$ cat config.mk
export PLATFORM = sky130hd
export DESIGN_NAME = wb_regfile
export DESIGN_NICKNAME = d
export VERILOG_FILES = /design/src/rtl/wb_regfile.sv
export SDC_FILE = /design/constraint.sdc
export NUM_CORES = 1
export LEC_CHECK = 0
export ABC_AREA = 1
export CAP_MARGIN = 15
export CORE_MARGIN = 4
export CORE_UTILIZATION = 40
export CTS_BUF_LIST = sky130_fd_sc_hd__clkbuf_4 sky130_fd_sc_hd__clkbuf_8
export CTS_CLUSTER_DIAMETER = 200
export DETAILED_ROUTE_END_ITERATION = 10
export SETUP_SLACK_MARGIN = 0.1
export SYNTH_ARGS = -nofsm -noshare
export SYNTH_HDL_FRONTEND = slang
export SYNTH_SLANG_ARGS = --single-unit
export TNS_END_PERCENT = 5
$ cat constraint.sdc
create_clock -name clk -period 3.3 [get_ports clk]
set_clock_uncertainty 0.1 [all_clocks]
set_input_delay 0.99 -clock clk [delete_from_list [all_inputs] [get_ports clk]]
set_output_delay 0.99 -clock clk [all_outputs]
set_load 0.005 [all_outputs]
$ cat src/rtl/wb_regfile.sv
// wb_regfile: four-entry write-back register file with a one-deep pending write stage and read bypass.
module wb_regfile #(
    parameter int WIDTH = 8,
    parameter int NREG  = 4
) (
    input  logic                    clk,
    input  logic                    reset,
    input  logic [WIDTH-1:0]        wb_data,
    input  logic [$clog2(NREG)-1:0] wb_addr,
    input  logic                    wb_en,
    input  logic [$clog2(NREG)-1:0] rd_addr_a,
    input  logic [$clog2(NREG)-1:0] rd_addr_b,
    output logic [WIDTH-1:0]        rd_data_a,
    output logic [WIDTH-1:0]        rd_data_b,
    output logic                    pend_valid,
    output logic [7:0]              wr_count
);
    localparam int AW = $clog2(NREG);
    logic [WIDTH-1:0] regs_q [NREG];
    logic [WIDTH-1:0] regs_d [NREG];
    logic             pv_q, pv_d;
    logic [AW-1:0]    pa_q, pa_d;
    logic [WIDTH-1:0] pd_q, pd_d;
    logic [7:0]       cnt_q, cnt_d;
    always_comb begin
        regs_d = regs_q;
        if (pv_q) regs_d[pa_q] = pd_q;
        pv_d  = wb_en;
        pa_d  = wb_en ? wb_addr : pa_q;
        pd_d  = wb_en ? wb_data : pd_q;
        cnt_d = cnt_q + 8'(pv_q);
    end
    always_ff @(posedge clk or posedge reset) begin
        if (reset) begin
            regs_q <= '{default: '0};
            pv_q   <= 1'b0;
            pa_q   <= '0;
            pd_q   <= '0;
            cnt_q  <= '0;
        end else begin
            regs_q <= regs_d;
            pv_q   <= pv_d;
            pa_q   <= pa_d;
            pd_q   <= pd_d;
            cnt_q  <= cnt_d;
        end
    end
    // The pending write is already architecturally visible, so it shadows the array.
    assign rd_data_a  = (pv_q && pa_q == rd_addr_a) ? pd_q : regs_q[rd_addr_a];
    assign rd_data_b  = (pv_q && pa_q == rd_addr_b) ? pd_q : regs_q[rd_addr_b];
    assign pend_valid = pv_q;
    assign wr_count   = cnt_q;
endmodule
==> results of run 1 <==
[worst paths after layout]
check                      depth (start not counted)            to  slack [ns]    startpoint
max                                                7  rd_data_a[4]        0.13  rd_addr_a[1]
min                                                2    regs_q[27]        0.40    regs_q[27]
max reg2reg                                        8   wr_count[6]        1.70    pend_valid
min reg2reg                                        2    regs_q[27]        0.40    regs_q[27]
max in group asynchronous                          3       pd_q[2]        1.61         reset
min in group asynchronous                          3     regs_q[2]        1.06         reset
[report_power, final]
group	internal, W	switching, W	total (W)
sequential	0.000768	0.0000975	0.000866
combinational	0.000297	0.000351	0.000648
clock	0.000229	0.000223	0.000452
[layout make-up]
type                    instances  area [um2]
fillers                       673        3270
multi-input cells             283        1340
flip-flops and latches         51        1280
repair buffers                 58         562
inverters                      50         190
well taps                      96         120
clock buffers                   5        68.8
clock inverters                 3        46.3
[kinds of logic (layout without fill, tap and decap cells)]
family                     count (synthesis)  count (layout)  share of synthesized area
xor gates and xnor gates                   4               4                     0.0123
and+or+nand+nor                          235             235                      0.363
buffers and inverters                     64             116                     0.0937
DFF                                       51              51                      0.449
AOI/OAI and AO/OA                         42              42                     0.0739
adders and majority gates                  2               2                    0.00879
[sequential cells by signal, summed over array words and instances, names as in the netlist]
name        count
pa_q            2
pd_q            8
pend_valid      1
regs_q         32
wr_count        8
[layout by cell type (no fill, tap or decap), types with 3 or more instances in the layout]
cell type	netlist	final
nand2_4	0	3
o21ai_1	22	22
inv_1	44	43
buf_4	1	11
clkbuf_8	0	5
nand3_1	34	34
nand4_1	16	16
dlygate4sd2_1	0	13
buf_6	1	4
xor2_1	3	3
nand2_1	169	161
nand2_2	8	13
clkdlybuf4s50_1	0	21
dfrtp_1	51	51
dlymetal6s2s_1	0	3
o21ai_0	20	20
inv_2	5	6
[worst max-delay path, delay by kind of cell]
kind | cells | cell delay (ns)
buffers and inverters | 3 | 0.57
and+or+nand+nor | 4 | 0.50
[per-layer routing]
metal,global-route usage,part of all wire,vias up
li1,-,-,1356
met1,0.270,0.46,1272
met2,0.298,0.45,110
met3,0.0398,0.069,12
met4,0.0594,0.019,0
met5,0,0,-
[what timing repair did]
item,CTS,global route
pin swaps,2,5
buffers inserted,0,0
setup endpoints to repair,16,14
gates resized for setup,31,14
[synth_stat cells]
| cell | instances | area, um2 |
|---|---|---|
| nand3_4 | 2 | 35.0 |
| clkbuf_1 | 2 | 7.51 |
| ha_1 | 2 | 25.0 |
| o21ai_1 | 22 | 110 |
| xnor2_1 | 1 | 8.76 |
| inv_2 | 5 | 18.8 |
| dfrtp_1 | 51 | 1280 |
| nand4_1 | 16 | 100 |
| nand3_2 | 2 | 20.0 |
| inv_4 | 1 | 6.26 |
| nand2_2 | 8 | 50.1 |
| buf_2 | 10 | 50.1 |
| buf_6 | 1 | 11.3 |
| nand3_1 | 34 | 170 |
| o21ai_0 | 20 | 100 |
| inv_1 | 44 | 165 |
| xor2_1 | 3 | 26.3 |
| nor2_1 | 2 | 7.51 |
| nand3b_1 | 2 | 15.0 |
| buf_4 | 1 | 7.51 |
| nand2_1 | 169 | 634 |
[per-stage QoR]
step           setup slack [ns]  instance area (um2)
2_1_floorplan             0.529                 2850
5_1_grt                  0.0543                 3600
3_5_place_dp             -0.417                 3450
4_1_cts                 -0.0456                 3580
6_report                  0.133                 3600
3_3_place_gp             -0.418                 3450
==> out/metrics.yaml, run 1 <==
setup_path:
  crit_top_cell: "nand2_1"
  start_kind: "input port"
  path_cells: "clkdlybuf4s15_2, inv_2, nand2_2, nand3_4, nand2_1, nand2_1, dlygate4sd2_1"
  end_kind: "primary output"
  crit_required_ns: 2.21
  worstPathArrival_ns: 2.08
  critPathSlowestCell: "dlygate4sd2_1"
  path_class: "input port to primary output"
  worstPathMaxFanout: 9
  critPathMaxStageDelay_ns: 0.26
sta:
  setup_violations: 0
  worstMarginPinSlew_ns: 0.634
  max_freq_ghz: 0.316
  whs_ns: 0.395
  relSlewSlack: 0.577
  hold_viol_final: 0
  min_period_ns: 3.17
  slew_violations: 0
  period_share: 0.960
  rsz0062_at_grt: "yes"
  finalSetupTns_ns: 0
min_path:
  hold_path.class: "flip-flop to flip-flop"
synthesis:
  seq_area_frac_synth: 0.449
  synth_area_per_cell_um2: 7.15
  ys_types: 21
  synth_nets: 417
  synthCells: 398
  ys_seq_elements: 51
  yosysWarnings: 0
  syn_area_mm2: 0.00285
layout:
  area_growth_pct: 26.6
  diodes: 0
  utilization: 0.524
  drive_gt1_frac: 0.124
  instances_no_fill: 546
  nets: 468
clocking:
  cts_buffer_depth: 2
  htree_levels: 2
  clk_latency_ns: 0.30
  cts-root-buf: "clkbuf_8"
  cts_made_buffers: 5
  clk_pin_slew_worst_paths_ns: 0.10
  postCtsHoldBufs: 0
  cts.sinks: 51
  tritoncts: "yes"
grt:
  track_usage: 0.193
  antenna_found_initial: 0
  grt_pass1_wl_mm: 13.1
  grt_max_degree: 52
  grt-ovfl-total: 0
  grt_pass1_vias: 2686
power:
  p_per_area_mw_per_mm2: 546
  peakVddDrop_mv: 0.447
  total_power_w: 0.00197
  p_leak_nw: 1.93
floorplanning:
  die_h_um: 92.3
  die-width_um: 92.3
  start_util: 0.414
  ioPinCount: 42
  core_mm2: 0.00687
  dieArea_mm2: 0.00853
  std_cell_rows: 30
job:
  max_cap_viol_count: 0
routing:
  dr.pass1.iters: 5
  wl_mm: 7.70
  drtAntennaViolNets: 0
  drtIter0Drc: 145
  wl_per_cell_um: 14.1
  via_per_inst: 5.04
  drc: 0
  num_vias: 2750
placement:
  place_hpwl_mm: 5.78
  portBuffers: 41
  place.gp.congestion: 0.928
  place_inst: 538
status:
  outcome: "finished clean"
(Power assumes the default switching activity.)
==> run 2, diff against run 1 <==
--- a/config.mk
+++ b/config.mk
@@ -9,7 +9,7 @@
 export CAP_MARGIN = 15
 export CORE_MARGIN = 4
 export CORE_UTILIZATION = 40
-export CTS_BUF_LIST = sky130_fd_sc_hd__clkbuf_4 sky130_fd_sc_hd__clkbuf_8
+export CTS_BUF_LIST = sky130_fd_sc_hd__clkbuf_16
 export CTS_CLUSTER_DIAMETER = 200
 export DETAILED_ROUTE_END_ITERATION = 10
 export SETUP_SLACK_MARGIN = 0.1
==> run 2 against run 1 <==
Net effect: setup slack gained 0.0099 ns; clock-buffer cell count is the same; highest routed layer unchanged; routed wire length is essentially flat; critical path type unchanged; via count shrank 0.84%; non-clock buffer count grew 4; sequential cell count is the same; global-route usage shrank 0.093 points; combinational power grew 1%; maximum frequency grew 0.31%; cell count grew 0.73%.
==> out/metrics.yaml, run 2 (same netlist as run 1, synthesis figures left out) <==
floorplanning:
  core_mm2: 0.00687  # unchanged
  die_h_um: 92.3  # unchanged
  std_cell_rows: 30  # unchanged
  die-width_um: 92.3  # unchanged
  start_util: 0.414  # unchanged
  ioPinCount: 42  # unchanged
  dieArea_mm2: 0.00853  # unchanged
setup_path:
  crit_top_cell: "nand2_1"
  path_class: "input port to primary output"
  start_kind: "input port"
  worstPathArrival_ns: 2.07  # about the same
  path_cells: "clkdlybuf4s15_2, inv_2, buf_4, nand2_1, nand3_1, nand2_1, nand2_1, nand2_1, dlygate4sd2_1"
  worstPathMaxFanout: 10  # +1
  critPathMaxStageDelay_ns: 0.26  # about the same
  critPathSlowestCell: "dlygate4sd2_1"
  crit_required_ns: 2.21  # about the same
  end_kind: "primary output"
routing:
  num_vias: 2727  # -0.84%
  via_per_inst: 4.96  # -1.6%
  drc: 0  # unchanged
  wl_mm: 7.71  # about the same
  dr.pass1.iters: 5  # unchanged
  drtAntennaViolNets: 0  # unchanged
  drtIter0Drc: 121  # -17%
  wl_per_cell_um: 14.0  # -0.70%
sta:
  worstMarginPinSlew_ns: 0.651  # +0.0165 ns
  hold_viol_final: 0  # unchanged
  setup_violations: 0  # unchanged
  relSlewSlack: 0.566  # -0.0110
  rsz0062_at_grt: "yes"
  period_share: 0.957  # -0.00301
  min_period_ns: 3.16  # -0.00992 ns
  whs_ns: 0.390  # -0.00520 ns
  slew_violations: 0  # unchanged
  max_freq_ghz: 0.317  # +0.31%
layout:
  final_common_cell: "nand2_1"
  area_growth_pct: 30.0
  final_area_mm2: 0.00370  # +2.7%
  nets: 472  # +0.85%
  drive_gt1_frac: 0.130  # +0.00551
  largest_reg_flops: 32  # unchanged
  fill_cells: 644  # -4.3%
  instances_no_fill: 550  # +0.73%
  top_register: "regs_q"
  mostFrequentLayoutCells: "nand2_1, dfrtp_1, inv_1, nand3_1, o21ai_1"
  diodes: 0  # unchanged
power:
  swShare: 0.322  # -0.0191
  peakVddDrop_mv: 0.338  # -24%
  p_clk_frac: 0.280  # +0.050
  p_per_area_mw_per_mm2: 572  # +4.8%
  comb_power_share: 0.310  # -0.020
  p_seq_frac: 0.410  # -0.031
  p_leak_nw: 1.99  # +3.1%
  p_int_w: 0.00143  # +11%
  total_power_w: 0.00212  # +7.6%
  p_sw_w: 0.000682  # +1.6%
grt:
  grt_pass1_wl_mm: 13.1  # -0.27%
  grt-ovfl-total: 0  # unchanged
  grt_pass1_vias: 2683  # -0.11%
  antenna_found_initial: 0  # unchanged
  grt_max_degree: 52  # unchanged
  track_usage: 0.192  # -0.000930
job:
  max_cap_viol_count: 0  # unchanged
min_path:
  hold_path.class: "flip-flop to flip-flop"
placement:
  place.gp.congestion: 0.928  # unchanged
  dpl_cell_area_mm2: 0.00345  # unchanged
  place_hpwl_mm: 5.78  # unchanged
  portBuffers: 41  # unchanged
  place_inst: 538  # unchanged
clocking:
  cts_made_buffers: 5  # unchanged
  postCtsHoldBufs: 0  # unchanged
  tritoncts: "yes"
  htree_levels: 2  # unchanged
  cts-root-buf: "clkbuf_16"
  clk_latency_ns: 0.28  # -0.02 ns
  cts_buffer_depth: 2  # unchanged
  clk_pin_slew_worst_paths_ns: 0.07  # -0.03 ns
  cts.sinks: 51  # unchanged
status:
  outcome: "finished clean"
[run 2: power groups by stage]
stage / Sequential (W) / Combinational [W] / Clock [W]
after global routing: 0.000892 / 0.000744 / 0.000638
after detailed placement: 0.000877 / 0.000667 / 0
after floorplan: 0.000863 / 0.000370 / 0
final: 0.000868 / 0.000656 / 0.000592
after global placement: 0.000878 / 0.000655 / 0
after CTS: 0.000869 / 0.000652 / 0.000611
[run 2: stage by stage]
| step | TNS, ns | utilization | setup slack, ns |
|---|---|---|---|
| 2_1_floorplan | 0 | - | 0.529 |
| 3_3_place_gp | -6.20 | 0.503 | -0.418 |
| 3_5_place_dp | -6.34 | 0.503 | -0.417 |
| 4_1_cts | -0.207 | 0.530 | -0.0655 |
| 5_1_grt | 0 | 0.538 | 0.0874 |
| 6_report | 0 | 0.538 | 0.143 |
[run 2: timing repair]
| action | 4_1_cts | 5_1_grt |
|---|---|---|
| gates resized for setup | 30 | 17 |
| setup endpoints to repair | 16 | 16 |
| pin swaps | 3 | 3 |
| buffers inserted | 0 | 4 |
[run 2: worst max-delay path, delay by kind of cell]
| family | cells | cell delay, ns |
|---|---|---|
| buffers and inverters | 4 | 0.72 |
| and+or+nand+nor | 5 | 0.36 |
[run 2: final cells by class]
cell class	count	area, um2	area share
Clock inverter	3	46.3	0.0125
Timing Repair Buffer	62	596	0.161
Tap cell	96	120	0.0325
Inverter	50	190	0.0514
Clock buffer	5	125	0.0338
Multi-Input combinational cell	283	1350	0.364
Sequential cell	51	1280	0.345
[run 2: worst paths after layout]
kind,start,end,slack [ns],cells after the start
setup / recovery,rd_addr_b[0],rd_data_b[4],0.14,9
hold / removal,regs_q[28],regs_q[28],0.39,2
setup reg to reg,pend_valid,wr_count[6],1.72,8
hold reg to reg,regs_q[28],regs_q[28],0.39,2
max in group asynchronous,reset,pd_q[2],1.57,3
min in group asynchronous,reset,wr_count[6],1.10,3
[run 2: metal layers]
layer | track usage | vias up | part of all wire
li1 | - | 1365 | -
met2 | 0.295 | 102 | 0.45
met4 | 0.0545 | 0 | 0.016
met5 | 0 | - | 0
met3 | 0.0422 | 9 | 0.068
met1 | 0.271 | 1251 | 0.47
==> run 3, diff against run 2 <==
--- a/config.mk
+++ b/config.mk
@@ -5,7 +5,6 @@
 export SDC_FILE = /design/constraint.sdc
 export NUM_CORES = 1
 export LEC_CHECK = 0
-export ABC_AREA = 1
 export CAP_MARGIN = 15
 export CORE_MARGIN = 4
 export CORE_UTILIZATION = 40
==> run 3 against run 2 <==
Net effect: first-iteration DRC count shrank 60%; cell count decreased by 47%; worst hold slack got worse by 0.016 ns; synthesized cell count shrank 60%; clock-buffer cell count stayed put; non-clock buffer count shrank 4.
==> out/metrics.yaml, run 3 <==
routing:
  num_vias: 1552  # -43%
  dr.pass1.iters: 4  # -1
  wl_met3_um: 200  # -62%
  wl_mm: 5.56  # -28%
  drt-met1-wl_mm: 2.39  # -34%
  drtIter0Drc: 48  # -60%
  route.top_layer_used: "met4"
  drc: 0  # unchanged
  via_per_inst: 5.35  # +7.9%
  drtAntennaViolNets: 0  # unchanged
  wl_met2_mm: 2.89  # -16%
  wl_per_cell_um: 19.2  # +37%
synthesis:
  synth_largest_area_cell: "dfrtp_1"
  synth_top_flop_cell: "dfrtp_1"
  synth_most_common_cell: "mux2_2"
  synthTopCellsByArea: "dfrtp_1, mux2_2, mux4_2"
  synthCells: 158  # -60%
  synth_edf_count: 0  # unchanged
  ys_seq_elements: 51  # unchanged
  ys_async_sr_fraction: 1.00  # unchanged
  syn_area_mm2: 0.00256  # -9.9%
  synth_top_cells_by_count: "mux2_2, dfrtp_1, mux4_2"
  yosys.area.top_type_share: 0.498  # +0.0495
  synth_area_per_cell_um2: 16.2  # +130%
  seq_area_frac_synth: 0.498  # +0.0495
  synth_nets: 177  # -58%
  ys_types: 19  # -9.5%
  yosysWarnings: 0  # unchanged
floorplanning:
  core_mm2: 0.00606  # -12%
  die-width_um: 88.0  # -4.7%
  die_h_um: 88.0  # -4.7%
  std_cell_rows: 28  # -6.7%
  ioPinCount: 42  # unchanged
  dieArea_mm2: 0.00775  # -9.1%
  start_util: 0.423  # +0.00858
layout:
  mostFrequentLayoutCells: "dfrtp_1, mux2_2, clkdlybuf4s50_1, buf_6, mux4_2"
  largest_reg_flops: 32  # unchanged
  utilization: 0.572  # +0.0334
  fill_cells: 475  # -26%
  diodes: 0  # unchanged
  drive_gt1_frac: 0.581  # +0.451
  regArea_mm2: 0.00128  # unchanged
  nets: 234  # -50%
  multi_input_area_mm2: 0.00131  # -2.6%
  instances_no_fill: 290  # -47%
  final_common_cell: "dfrtp_1"
  top_register: "regs_q"
  area_growth_pct: 35.3
grt:
  grt_pass1_vias: 1689  # -37%
  grt_pass1_wl_mm: 8.94  # -32%
  grt-ovfl-total: 0  # unchanged
  track_usage: 0.157  # -0.0343
  antenna_found_initial: 0  # unchanged
  grt_max_degree: 27  # -48%
sta:
  setup_violations: 0  # unchanged
  rsz0062_at_grt: "yes"
  hold_viol_final: 0  # unchanged
  max_freq_ghz: 0.306  # -3.4%
  whs_ns: 0.374  # -0.0156 ns
  worstMarginPinSlew_ns: 0.675  # +0.0239 ns
  setup_ws_ns: 0.0303  # -0.112 ns
  slew_violations: 0  # unchanged
  period_share: 0.991  # +0.0341
  relSlewSlack: 0.549  # -0.0173
  min_period_ns: 3.27  # +0.112 ns
power:
  p_int_w: 0.00166  # +16%
  p_clk_frac: 0.210  # -0.070
  total_power_w: 0.00226  # +6.9%
  p_leak_nw: 1.48  # -25%
  comb_power_share: 0.361  # +0.051
  p_sw_w: 0.000599  # -12%
  peakVddDrop_mv: 0.303  # -11%
  p_seq_frac: 0.428  # +0.018
  p_per_area_mw_per_mm2: 653  # +14%
  swShare: 0.265  # -0.0577
setup_path:
  critPathSlowestCell: "mux4_2"
  worstPathArrival_ns: 2.18  # +0.11 ns
  path_cells: "buf_8, buf_16, buf_4, mux4_2, mux2_4, buf_6"
  start_kind: "input port"
  worstPathMaxFanout: 4  # -6
  crit_required_ns: 2.21  # about the same
  end_kind: "primary output"
  critPathMaxStageDelay_ns: 0.48  # +0.22 ns
  path_class: "input port to primary output"
job:
  max_cap_viol_count: 0  # unchanged
clocking:
  cts_made_buffers: 5  # unchanged
  cts.sinks: 51  # unchanged
  postCtsHoldBufs: 0  # unchanged
  tritoncts: "yes"
  cts-root-buf: "clkbuf_16"
  clk_pin_slew_worst_paths_ns: 0.06  # about the same
  clk_latency_ns: 0.28  # about the same
  htree_levels: 2  # unchanged
  cts_buffer_depth: 2  # unchanged
placement:
  place.gp.congestion: 0.725  # -22%
  place_ws_ns: -0.686  # -0.270 ns
  place_hpwl_mm: 3.78  # -35%
  place_inst: 277  # -49%
  portBuffers: 41  # unchanged
min_path:
  hold_path.class: "flip-flop to flip-flop"
status:
  outcome: "finished clean"
## run 3: changes by cell type after synthesis, sizes merged, moves of 4 or more
cell | previous run | this run
buf | 12 | 8
inv | 50 | 1
mux2 | 0 | 58
mux4 | 0 | 16
nand2 | 177 | 1
nand3 | 38 | 5
nand4 | 16 | 1
o21ai | 42 | 0
xnor2 | 1 | 8
## run 3: cells by family after synthesis
group                    count (synthesis)  synth area share
XOR/XNOR                                10            0.0342
buffers and inverters                    9            0.0229
flip-flops                              51             0.498
AND/OR/NAND/NOR                         12            0.0366
adder cells (fa/ha/maj)                  2           0.00976
multiplexers                            74             0.398
## run 3: area by class of cell
| type | count | area share |
|---|---|---|
| clock buffer | 5 | 0.0361 |
| clock inverter | 2 | 0.00253 |
| inverter | 1 | 0.00108 |
| multi-input combinational | 98 | 0.378 |
| sequential | 51 | 0.368 |
| tap | 75 | 0.0271 |
| timing repair buffer | 58 | 0.187 |
## run 3: worst paths after layout
path                                    from           end  slack [ns]  cells after the start
max in group asynchronous              reset    regs_q[22]        1.58                      3
worst max-delay path            rd_addr_a[0]  rd_data_a[4]        0.03                      6
min in group asynchronous              reset       pd_q[4]        0.99                      2
worst min register to register   wr_count[7]   wr_count[7]        0.37                      1
worst max register to register       pa_q[0]     regs_q[1]        1.46                      2
worst min-delay path             wr_count[7]   wr_count[7]        0.37                      1
## run 3: stage by stage
stage                     instance area, um2  TNS [ns]
final                                   3470         0
after global routing                    3470   -0.0235
after CTS                               3390         0
after detailed placement                3130    -10.73
after global placement                  3130    -10.60
after floorplan                         2560         0
## run 3: layer usage
metal  track usage  up-vias
li1              -      708
met1         0.200      808
met2         0.267       28
met3        0.0292        8
met4        0.0604        0
met5             0        -
## run 3: power groups by stage
stage               sequential (W)  combinational (W)  clock (W)
CTS                       0.000968           0.000752   0.000498
finish                    0.000969           0.000817   0.000476
global placement          0.000956           0.000740          0
global route              0.000992           0.000883   0.000523
detailed placement        0.000974           0.000759          0
floorplan                 0.000929           0.000436          0
## run 3: what timing repair did
action                                  CTS  global route
pin swaps                                 4             1
setup buffers                             4             0
cloned                                    2             0
endpoints found under the setup margin   16            16
resized for setup                       100            19
## run 3: worst max-delay path: cells and delay by family
family	cells	cell delay, ns
muxes	2	0.75
buffers and inverters	4	0.43
